<file path="config.mk">
export PLATFORM = sky130hd
export DESIGN_NAME = div_32_bits
export DESIGN_NICKNAME = d
export VERILOG_FILES = /design/src/rtl/div_32_bits_pkg.sv /design/src/rtl/div_32_bits_step.sv /design/src/rtl/div_32_bits.sv
export SDC_FILE = /design/constraint.sdc
export NUM_CORES = 1
export LEC_CHECK = 0
export CAP_MARGIN = 20
export CORE_AREA = 3 3 187 235
export CTS_CLUSTER_SIZE = 16
export DETAILED_ROUTE_END_ITERATION = 8
export DIE_AREA = 0 0 190 238
export DONT_BUFFER_PORTS = 1
export PLACE_DENSITY_LB_ADDON = 0.15
export SLEW_MARGIN = 15
export SYNTH_ARGS = -nofsm -noshare
export SYNTH_HDL_FRONTEND = slang
export SYNTH_SLANG_ARGS = --single-unit
</file>
<file path="constraint.sdc">
create_clock -name clock -period 6.3 [get_ports clock]
set_input_delay 1.575 -clock clock [delete_from_list [all_inputs] [get_ports clock]]
set_output_delay 1.575 -clock clock [all_outputs]
set_load 0.05 [all_outputs]
</file>
<file path="src/rtl/div_32_bits_pkg.sv">
// Shared multdiv constants and control state encoding.
// Used by the divider top and its iteration step.
package div_32_bits_pkg;

  localparam int DIV_WIDTH = 32;
  localparam int DIV_ITERS = DIV_WIDTH;

  typedef enum logic [2:0] {
    IDLE = 3'd0,
    LOAD = 3'd1,
    ITER = 3'd2,
    FIX  = 3'd3,
    DONE = 3'd4
  } state_e;

endpackage

</file>
<file path="src/rtl/div_32_bits_step.sv">
// One non-restoring division step.
// Ports:
//   rem_i   - current partial remainder (signed)
//   q_msb_i - quotient bit shifted into the remainder
//   div_i   - divisor magnitude
//   rem_o   - next partial remainder
//   q_bit_o - new quotient LSB
module div_32_bits_step #(
  parameter int WIDTH = 32
) (
  input  logic [WIDTH:0]   rem_i,
  input  logic             q_msb_i,
  input  logic [WIDTH-1:0] div_i,
  output logic [WIDTH:0]   rem_o,
  output logic             q_bit_o
);

  logic [WIDTH:0] shl;
  logic [WIDTH:0] dv;

  assign shl = {rem_i[WIDTH-1:0], q_msb_i};
  assign dv  = {1'b0, div_i};

  // Sign of the remainder before the shift picks add or subtract.
  assign rem_o   = rem_i[WIDTH] ? (shl + dv) : (shl - dv);
  assign q_bit_o = ~rem_o[WIDTH];

endmodule

</file>
<file path="src/rtl/div_32_bits.sv">
// Sequential signed divider, one non-restoring step per clock.
// Ports:
//   clock, reset_n       - clock, async active-low reset
//   ctrl_DIV             - start pulse, samples both operands
//   data_operandA/B      - dividend / divisor
//   data_result          - quotient, truncated toward zero
//   data_remainder       - remainder, sign of dividend
//   data_exception       - divide by zero
//   data_resultRDY       - one-cycle completion strobe
//   busy                 - operation in flight
module div_32_bits
  import div_32_bits_pkg::*;
#(
  parameter int WIDTH = DIV_WIDTH
) (
  input  logic             clock,
  input  logic             reset_n,
  input  logic             ctrl_DIV,
  input  logic [WIDTH-1:0] data_operandA,
  input  logic [WIDTH-1:0] data_operandB,
  output logic [WIDTH-1:0] data_result,
  output logic [WIDTH-1:0] data_remainder,
  output logic             data_exception,
  output logic             data_resultRDY,
  output logic             busy
);

  localparam int CNT_W = $clog2(WIDTH);
  localparam logic [CNT_W-1:0] LAST = CNT_W'(WIDTH - 1);

  state_e state_q, state_d;

  logic [CNT_W-1:0] cnt_q;
  logic [WIDTH-1:0] a_q;
  logic [WIDTH-1:0] b_q;
  logic [WIDTH-1:0] absb_q;
  logic [WIDTH-1:0] quo_q;
  logic [WIDTH:0]   rem_q;
  logic             sa_q;
  logic             sb_q;
  logic             dz_q;
  logic [WIDTH-1:0] res_q;
  logic [WIDTH-1:0] remo_q;
  logic             exc_q;

  logic [WIDTH-1:0] abs_a;
  logic [WIDTH-1:0] abs_b;
  logic [WIDTH:0]   step_rem;
  logic             step_q;
  logic [WIDTH-1:0] r_fix;
  logic [WIDTH-1:0] q_fin;
  logic [WIDTH-1:0] r_fin;

  // 0x80000000 maps to itself, read as an unsigned magnitude.
  assign abs_a = a_q[WIDTH-1] ? (~a_q + 1'b1) : a_q;
  assign abs_b = b_q[WIDTH-1] ? (~b_q + 1'b1) : b_q;

  div_32_bits_step #(
    .WIDTH (WIDTH)
  ) u_step (
    .rem_i   (rem_q),
    .q_msb_i (quo_q[WIDTH-1]),
    .div_i   (absb_q),
    .rem_o   (step_rem),
    .q_bit_o (step_q)
  );

  // Final restore; the true remainder fits in the low WIDTH bits.
  assign r_fix = rem_q[WIDTH-1:0]
               + (rem_q[WIDTH] ? absb_q : '0);
  assign q_fin = (sa_q ^ sb_q) ? (~quo_q + 1'b1) : quo_q;
  assign r_fin = sa_q ? (~r_fix + 1'b1) : r_fix;

  always_comb begin
    state_d = state_q;
    unique case (state_q)
      IDLE: if (ctrl_DIV) state_d = LOAD;
      LOAD: begin
        if (ctrl_DIV)        state_d = LOAD;
        else if (b_q == '0)  state_d = FIX;
        else                 state_d = ITER;
      end
      ITER: begin
        if (ctrl_DIV)           state_d = LOAD;
        else if (cnt_q == LAST) state_d = FIX;
      end
      FIX: state_d = ctrl_DIV ? LOAD : DONE;
      DONE: state_d = ctrl_DIV ? LOAD : IDLE;
      default: state_d = IDLE;
    endcase
  end

  always_ff @(posedge clock or negedge reset_n) begin
    if (!reset_n) begin
      state_q <= IDLE;
    end else begin
      state_q <= state_d;
    end
  end

  always_ff @(posedge clock or negedge reset_n) begin
    if (!reset_n) begin
      cnt_q  <= '0;
      a_q    <= '0;
      b_q    <= '0;
      absb_q <= '0;
      quo_q  <= '0;
      rem_q  <= '0;
      sa_q   <= 1'b0;
      sb_q   <= 1'b0;
      dz_q   <= 1'b0;
      res_q  <= '0;
      remo_q <= '0;
      exc_q  <= 1'b0;
    end else if (ctrl_DIV) begin
      // A start in any state restarts; an aborted op never reaches FIX.
      a_q   <= data_operandA;
      b_q   <= data_operandB;
      cnt_q <= '0;
      exc_q <= 1'b0;
    end else begin
      unique case (state_q)
        LOAD: begin
          sa_q   <= a_q[WIDTH-1];
          sb_q   <= b_q[WIDTH-1];
          quo_q  <= abs_a;
          absb_q <= abs_b;
          rem_q  <= '0;
          dz_q   <= (b_q == '0);
          cnt_q  <= '0;
        end
        ITER: begin
          rem_q <= step_rem;
          quo_q <= {quo_q[WIDTH-2:0], step_q};
          cnt_q <= cnt_q + 1'b1;
        end
        FIX: begin
          res_q  <= dz_q ? '0 : q_fin;
          remo_q <= dz_q ? a_q : r_fin;
          exc_q  <= dz_q;
        end
        default: ;
      endcase
    end
  end

  assign data_result    = res_q;
  assign data_remainder = remo_q;
  assign data_exception = exc_q;
  assign data_resultRDY = (state_q == DONE);
  assign busy = (state_q == LOAD) || (state_q == ITER)
             || (state_q == FIX);

endmodule

</file>
After elaboration in Yosys (flattened, before gate mapping)
Index checks and enable logic that the tools add are counted.
{"block": "classes", "add_sub_neg": 8, "eq_ne": 7, "mux": 22, "bitwise": 7, "reduce_logical": 11}
{"cell": "32-bit two-way mux", "n": 7}
{"cell": "32-bit by 1-bit adder with 32-bit output (second input constant)", "n": 4}
{"cell": "32-bit NOT", "n": 4}
{"cell": "33-bit case mux with 2 select lines", "n": 1}
{"cell": "32-bit case mux with 2 select lines", "n": 1}
{"cell": "33-bit by 32-bit adder with 33-bit output", "n": 1}
{"cell": "33-bit two-way mux", "n": 1}
{"cell": "33-bit by 32-bit subtractor with 33-bit output", "n": 1}
{"cell": "32-bit adder", "n": 1}
{"cell": "32-bit logical NOT", "n": 1}
{"cell": "3-bit case mux with 5 select lines", "n": 1}
{"cell": "3-bit two-way mux", "n": 4}
{"cell": "5-bit case mux with 2 select lines", "n": 1}
{"cell": "2-bit AND reduction", "n": 4}
{"cell": "3-bit by 2-bit == test with 1-bit output (second input constant)", "n": 2}
{"cell": "5-bit by 1-bit adder with 5-bit output (second input constant)", "n": 1}
{"cell": "5-bit == test (second input constant)", "n": 1}
{"cell": "5-bit two-way mux", "n": 1}
{"cell": "1-bit two-way mux", "n": 4}
{"cell": "2-bit nonzero test", "n": 2}
{"cell": "3-bit by 1-bit == test with 1-bit output (second input constant)", "n": 1}
{"cell": "3-bit == test (second input constant)", "n": 1}
{"cell": "3-bit logical NOT", "n": 1}
{"cell": "3-bit != test (second input constant)", "n": 1}
{"cell": "6 further kinds", "n": 8}
{"block": "totals", "reg_bits": 237, "out_inout_bits": 67, "wordCells": 68}

Logic depth before layout (Yosys ltp)
{"block": "depth", "ltp_word": 6, "ltp_mapped": 21}

Modules after synthesis
Synthesis repeated with hierarchy kept, for this count alone.
{"block": "unflattened", "cells_unflattened": 1949, "area_unflattened_um2": 16504.6}
{"mod": "div_32_bits", "n_inst": 1, "cells_per_inst": 1574, "area_per_inst_um2": 13949.6, "seq_area_each_um2": 5930.7}
{"mod": "div_32_bits_step", "n_inst": 1, "cells_per_inst": 375, "area_per_inst_um2": 2555.0, "seq_area_each_um2": 0.0}

Least setup slack after synthesis
OpenSTA, ideal clock, no wires.
{"block": "synth_path", "path_type": "reg2reg", "from": "register absb_q[4]", "to": "register rem_q[29]", "setup_time_ps": 122, "arrival_ps": 4884, "t_required_ps": 6178, "slack_ps": 1294, "stages_incl_launch_ff": 22, "path_buffers": 0, "cell_sequence": "dfrtp_1 or3_1 or3_1 nor3_1 nand2_1 or3_1 nor3_1 nand2_1 nor3_1 nor2_1 xor2_1 ha_1 a21oi_1 nand2_1 a21o_1 a21oi_1 a2bb2oi_1 o31ai_1 o31a_1 o21a_1 or3_1 a32o_1"}
{"block": "synth_via", "elab_chain_len": 3, "elab_cells_between_ends": 4}
{"item": "start: declaration", "line_no": "div_32_bits.sv:36", "rtl": "logic [WIDTH-1:0] absb_q;"}
{"item": "start signal: assignment", "line_no": "div_32_bits.sv:127", "rtl": "absb_q <= abs_b;"}
{"item": "33-bit by 32-bit subtractor with 33-bit output or 33-bit by 32-bit adder with 33-bit output (tied branches)", "line_no": "div_32_bits_step.sv:25", "rtl": "assign rem_o = rem_i[WIDTH] ? (shl + dv) : (shl - dv);"}
{"item": "33-bit two-way mux *", "line_no": "div_32_bits_step.sv:25"}
{"item": "33-bit case mux with 2 select lines *", "line_no": "div_32_bits.sv:122", "rtl": "unique case (state_q)"}
{"item": "end signal: assignment", "line_no": "div_32_bits.sv:133", "rtl": "rem_q <= step_rem;"}
{"item": "end: declaration", "line_no": "div_32_bits.sv:38", "rtl": "logic [WIDTH:0] rem_q;"}
Every way passes the cells marked *; elsewhere a longest branch is shown, timed or not.
A chain may end at the register's enable or synchronous reset.

Final worst setup path
Ends and elaborated chain as after synthesis.

==> results.sh <==
export IMPL_yosys_area_top_type="dfrtp_1"
export IMPL_die_w_um=190
export IMPL_vias_per_cell=5.57
export IMPL_yosysWarnings=0
export IMPL_grt_pass1_vias=13426
export IMPL_clock_sinks=237
export IMPL_wirelength_um=46000
export IMPL_cts_tree="yes"
export IMPL_vias=13804
export IMPL_ctsHtreeMaxLevel=1
export IMPL_yosys_area_top_type_share=0.356
export IMPL_synth_net_count=2085
export IMPL_r2r_end="rem_q[29]$_DFFE_PN0P_"
export IMPL_ant_nets=0
export IMPL_worstMarginPinSlew_ns=0.992
export IMPL_slew_viol_final=0
export IMPL_drtIter0Drc=843
export IMPL_holdPathStages=2
export IMPL_drive_above_1_share=0.0840
export IMPL_synthDistinctLibCells=87
export IMPL_placed_cells=2424
export IMPL_antenna_found_initial=1
export IMPL_grt_max_degree=238
export IMPL_pwr_density_cell_mw_per_mm2=498
export IMPL_netlist_instances=1946
export IMPL_grt_pass1_wl_um=73100
export IMPL_status="finished clean"
export IMPL_post_route_util=0.430
export IMPL_hpwlAfterDp_um=34400
export IMPL_setup_tns_ns=0
export IMPL_die_h_um=238
export IMPL_crit_arrival_ns=5.95
export IMPL_finalClockSkew_ns=0.00786
export IMPL_rsz0062_at_grt="no"
export IMPL_hp_start="absb_q[10]$_DFFE_PN0P_"
export IMPL_avgRoutedWirePerCell_um=18.6
export IMPL_ys_flop_type="dfrtp_1"
export IMPL_postCtsSetupBuffers=0
export IMPL_reg2reg_depth=22
export IMPL_finalCritPeriodShare=0.871
export IMPL_reg2reg_from="absb_q[4]$_DFFE_PN0P_"
export IMPL_power_total_uw=8980
export IMPL_path_clk_slew_ns=0.06
export IMPL_die_area_mm2=0.0452
export IMPL_netlist_area_mm2=0.0166
export IMPL_clk_latency_ns=0.57
export IMPL_synth_edf_count=0
export IMPL_max_vdd_ir_drop_uv=238
export IMPL_synth_area_leaders="dfrtp_1 36%, o21ai_0 6.7%, xor2_1 6.2%"
export IMPL_stdcell_count=2477
export IMPL_hold_viol=0
export IMPL_slew_limit_headroom=0.339
export IMPL_first_pass_iters=5
export IMPL_avgSynthCellArea_um2=8.55
export IMPL_whs_endpoint="absb_q[10]$_DFFE_PN0P_"
export IMPL_period_minus_slack_ns=5.49
export IMPL_synthArstFlopShare=1.00
export IMPL_required_ns=6.76
export IMPL_io_buffers=0
export IMPL_yosys_cell_count_top_type="nand2_1"
export IMPL_track_usage=0.198
export IMPL_cts_hold_buf=0
export IMPL_setup_viol=0
export IMPL_cp_max_fo=6
export IMPL_clockBufferDepth=3
export IMPL_ys_seq_area_frac=0.356
export IMPL_cp_start_kind="register"
export IMPL_syn_to_final_growth_pct=8.43
export IMPL_hp_class="reg -> reg"
export IMPL_io_pins=134
export IMPL_ys_ff_latch=237
export IMPL_cts_made_buffers=27
export IMPL_start_util=0.397
export IMPL_synth_commonest_cells="243 x nand2_1, 237 x dfrtp_1, 222 x o21ai_0"
export IMPL_max_cap_violations=0
export IMPL_leakage_uw=0.00773
export IMPL_ff2ff_setup_slack_ns=0.81
export IMPL_core_mm2=0.0419
export IMPL_crit_type="reg -> reg"
export IMPL_ctsResizeCount=0
export IMPL_globalplace_congestion=0.902
export IMPL_cts_root_buf="clkbuf_16"
export IMPL_fmax_ghz=0.182
export IMPL_num_rows=84
export IMPL_fin_nets=2034
export IMPL_nFillCells=4174
export IMPL_cp_end_kind="register"
export IMPL_grt_overflow=0
export IMPL_drc=0
[registers in the layout, summed over array words and instances, names as in the netlist, 3 cells and up]
| register | count |
|---|---|
| rem_q | 33 |
| b_q | 32 |
| a_q | 32 |
| state_q | 3 |
| data_result | 32 |
| data_remainder | 32 |
| cnt_q | 5 |
| quo_q | 32 |
| absb_q | 32 |
[power breakdown]
group | internal (uW) | switching [uW]
logic | 1710 | 2440
clock network | 985 | 675
registers | 1950 | 1230
total | 4640 | 4340
[metrics by stage]
| step | area [um^2] | setup slack, ns | hold WS [ns] |
|---|---|---|---|
| final | 18000 | 0.814 | 0.504 |
| after global routing | 18000 | 0.437 | 0.546 |
| after CTS | 18000 | 0.786 | 0.515 |
| after detailed placement | 17100 | 0.807 | 0.501 |
| after global placement | 17100 | 0.955 | 0.491 |
| after floorplan | 16600 | 1.29 | 0.464 |
[kinds of logic (layout without fill, tap and decap cells)]
kind of cell | after synthesis | count (layout) | share of synthesized area
flops | 237 | 237 | 0.356
buf+inv | 145 | 115 | 0.0344
other cells | 0 | 2 | 0
simple gates | 653 | 653 | 0.190
mux | 81 | 81 | 0.0532
fa+ha+maj | 72 | 72 | 0.0550
xor+xnor | 187 | 187 | 0.0984
compound gates | 571 | 571 | 0.213
[worst max-delay path by stage]
| stage | slack (ns) | depth (start not counted) | endpoint | start |
|---|---|---|---|---|
| CTS | 0.79 | 22 | rem_q[29]$_DFFE_PN0P_ | absb_q[4]$_DFFE_PN0P_ |
| finish | 0.81 | 22 | rem_q[29]$_DFFE_PN0P_ | absb_q[4]$_DFFE_PN0P_ |
| floorplan | 1.29 | 21 | rem_q[29]$_DFFE_PN0P_ | absb_q[4]$_DFFE_PN0P_ |
| global route | 0.44 | 22 | rem_q[29]$_DFFE_PN0P_ | absb_q[4]$_DFFE_PN0P_ |
| detailed placement | 0.81 | 22 | rem_q[29]$_DFFE_PN0P_ | absb_q[4]$_DFFE_PN0P_ |
| global placement | 0.95 | 22 | rem_q[29]$_DFFE_PN0P_ | absb_q[4]$_DFFE_PN0P_ |
[layout by cell type, fill, tap and decap left out, types with 11 or more instances in the layout]
cell type    n
nor2_1     142
inv_1       46
nand2_1    242
or4_1       16
o41ai_1     12
nor3_1      38
nand4_1     14
o21bai_1    11
a211oi_1    13
mux2_2      60
clkbuf_16   27
nor4_1      17
xor2_1     117
and2_1      39
xnor2_1     70
o31ai_1     30
or3_1       31
nand3_1     33
a21o_1      29
buf_4       17
mux2i_1     21
o211ai_1    13
a31oi_1     16
dfrtp_1    236
a21oi_1    126
ha_1        70
and3_1      20
o21ai_0    222
[critical path: stages (launching register included)]
cell,delay (ns)
dfrtp_1,0.41
or3_1,0.42
or3_1,0.34
nor3_1,0.36
nand2_1,0.14
or3_1,0.36
nor3_1,0.28
nand2_1,0.09
nor3_1,0.14
buf_4,0.17
nor2_1,0.05
xor2_1,0.16
ha_1,0.35
a21oi_1,0.19
nand2_1,0.08
a21o_1,0.17
a21oi_1,0.26
a2bb2oi_1,0.21
o31ai_1,0.14
o31a_1,0.30
o21a_1,0.18
or3_1,0.31
a32o_1,0.26
[area by class of cell]
cell class / instances / area, um^2 / area share
Sequential cell: 237 / 5930 / 0.329
Timing Repair Buffer: 18 / 148 / 0.00818
Clock buffer: 42 / 832 / 0.0461
Antenna cell: 2 / 5.00 / 0.000277
Clock inverter: 8 / 97.6 / 0.00541
Tap cell: 559 / 699 / 0.0388
Multi-Input combinational cell: 1564 / 10200 / 0.563
Inverter: 47 / 176 / 0.00978
[metal layers]
layer | GRT usage | wire length [um] | share of wire
met5 | 0 | 0 | 0
met1 | 0.247 | 20000 | 0.44
met2 | 0.361 | 23200 | 0.50
met3 | 0.0237 | 1790 | 0.039
met4 | 0.0484 | 990 | 0.022
Power figures use the tool's default switching activity.
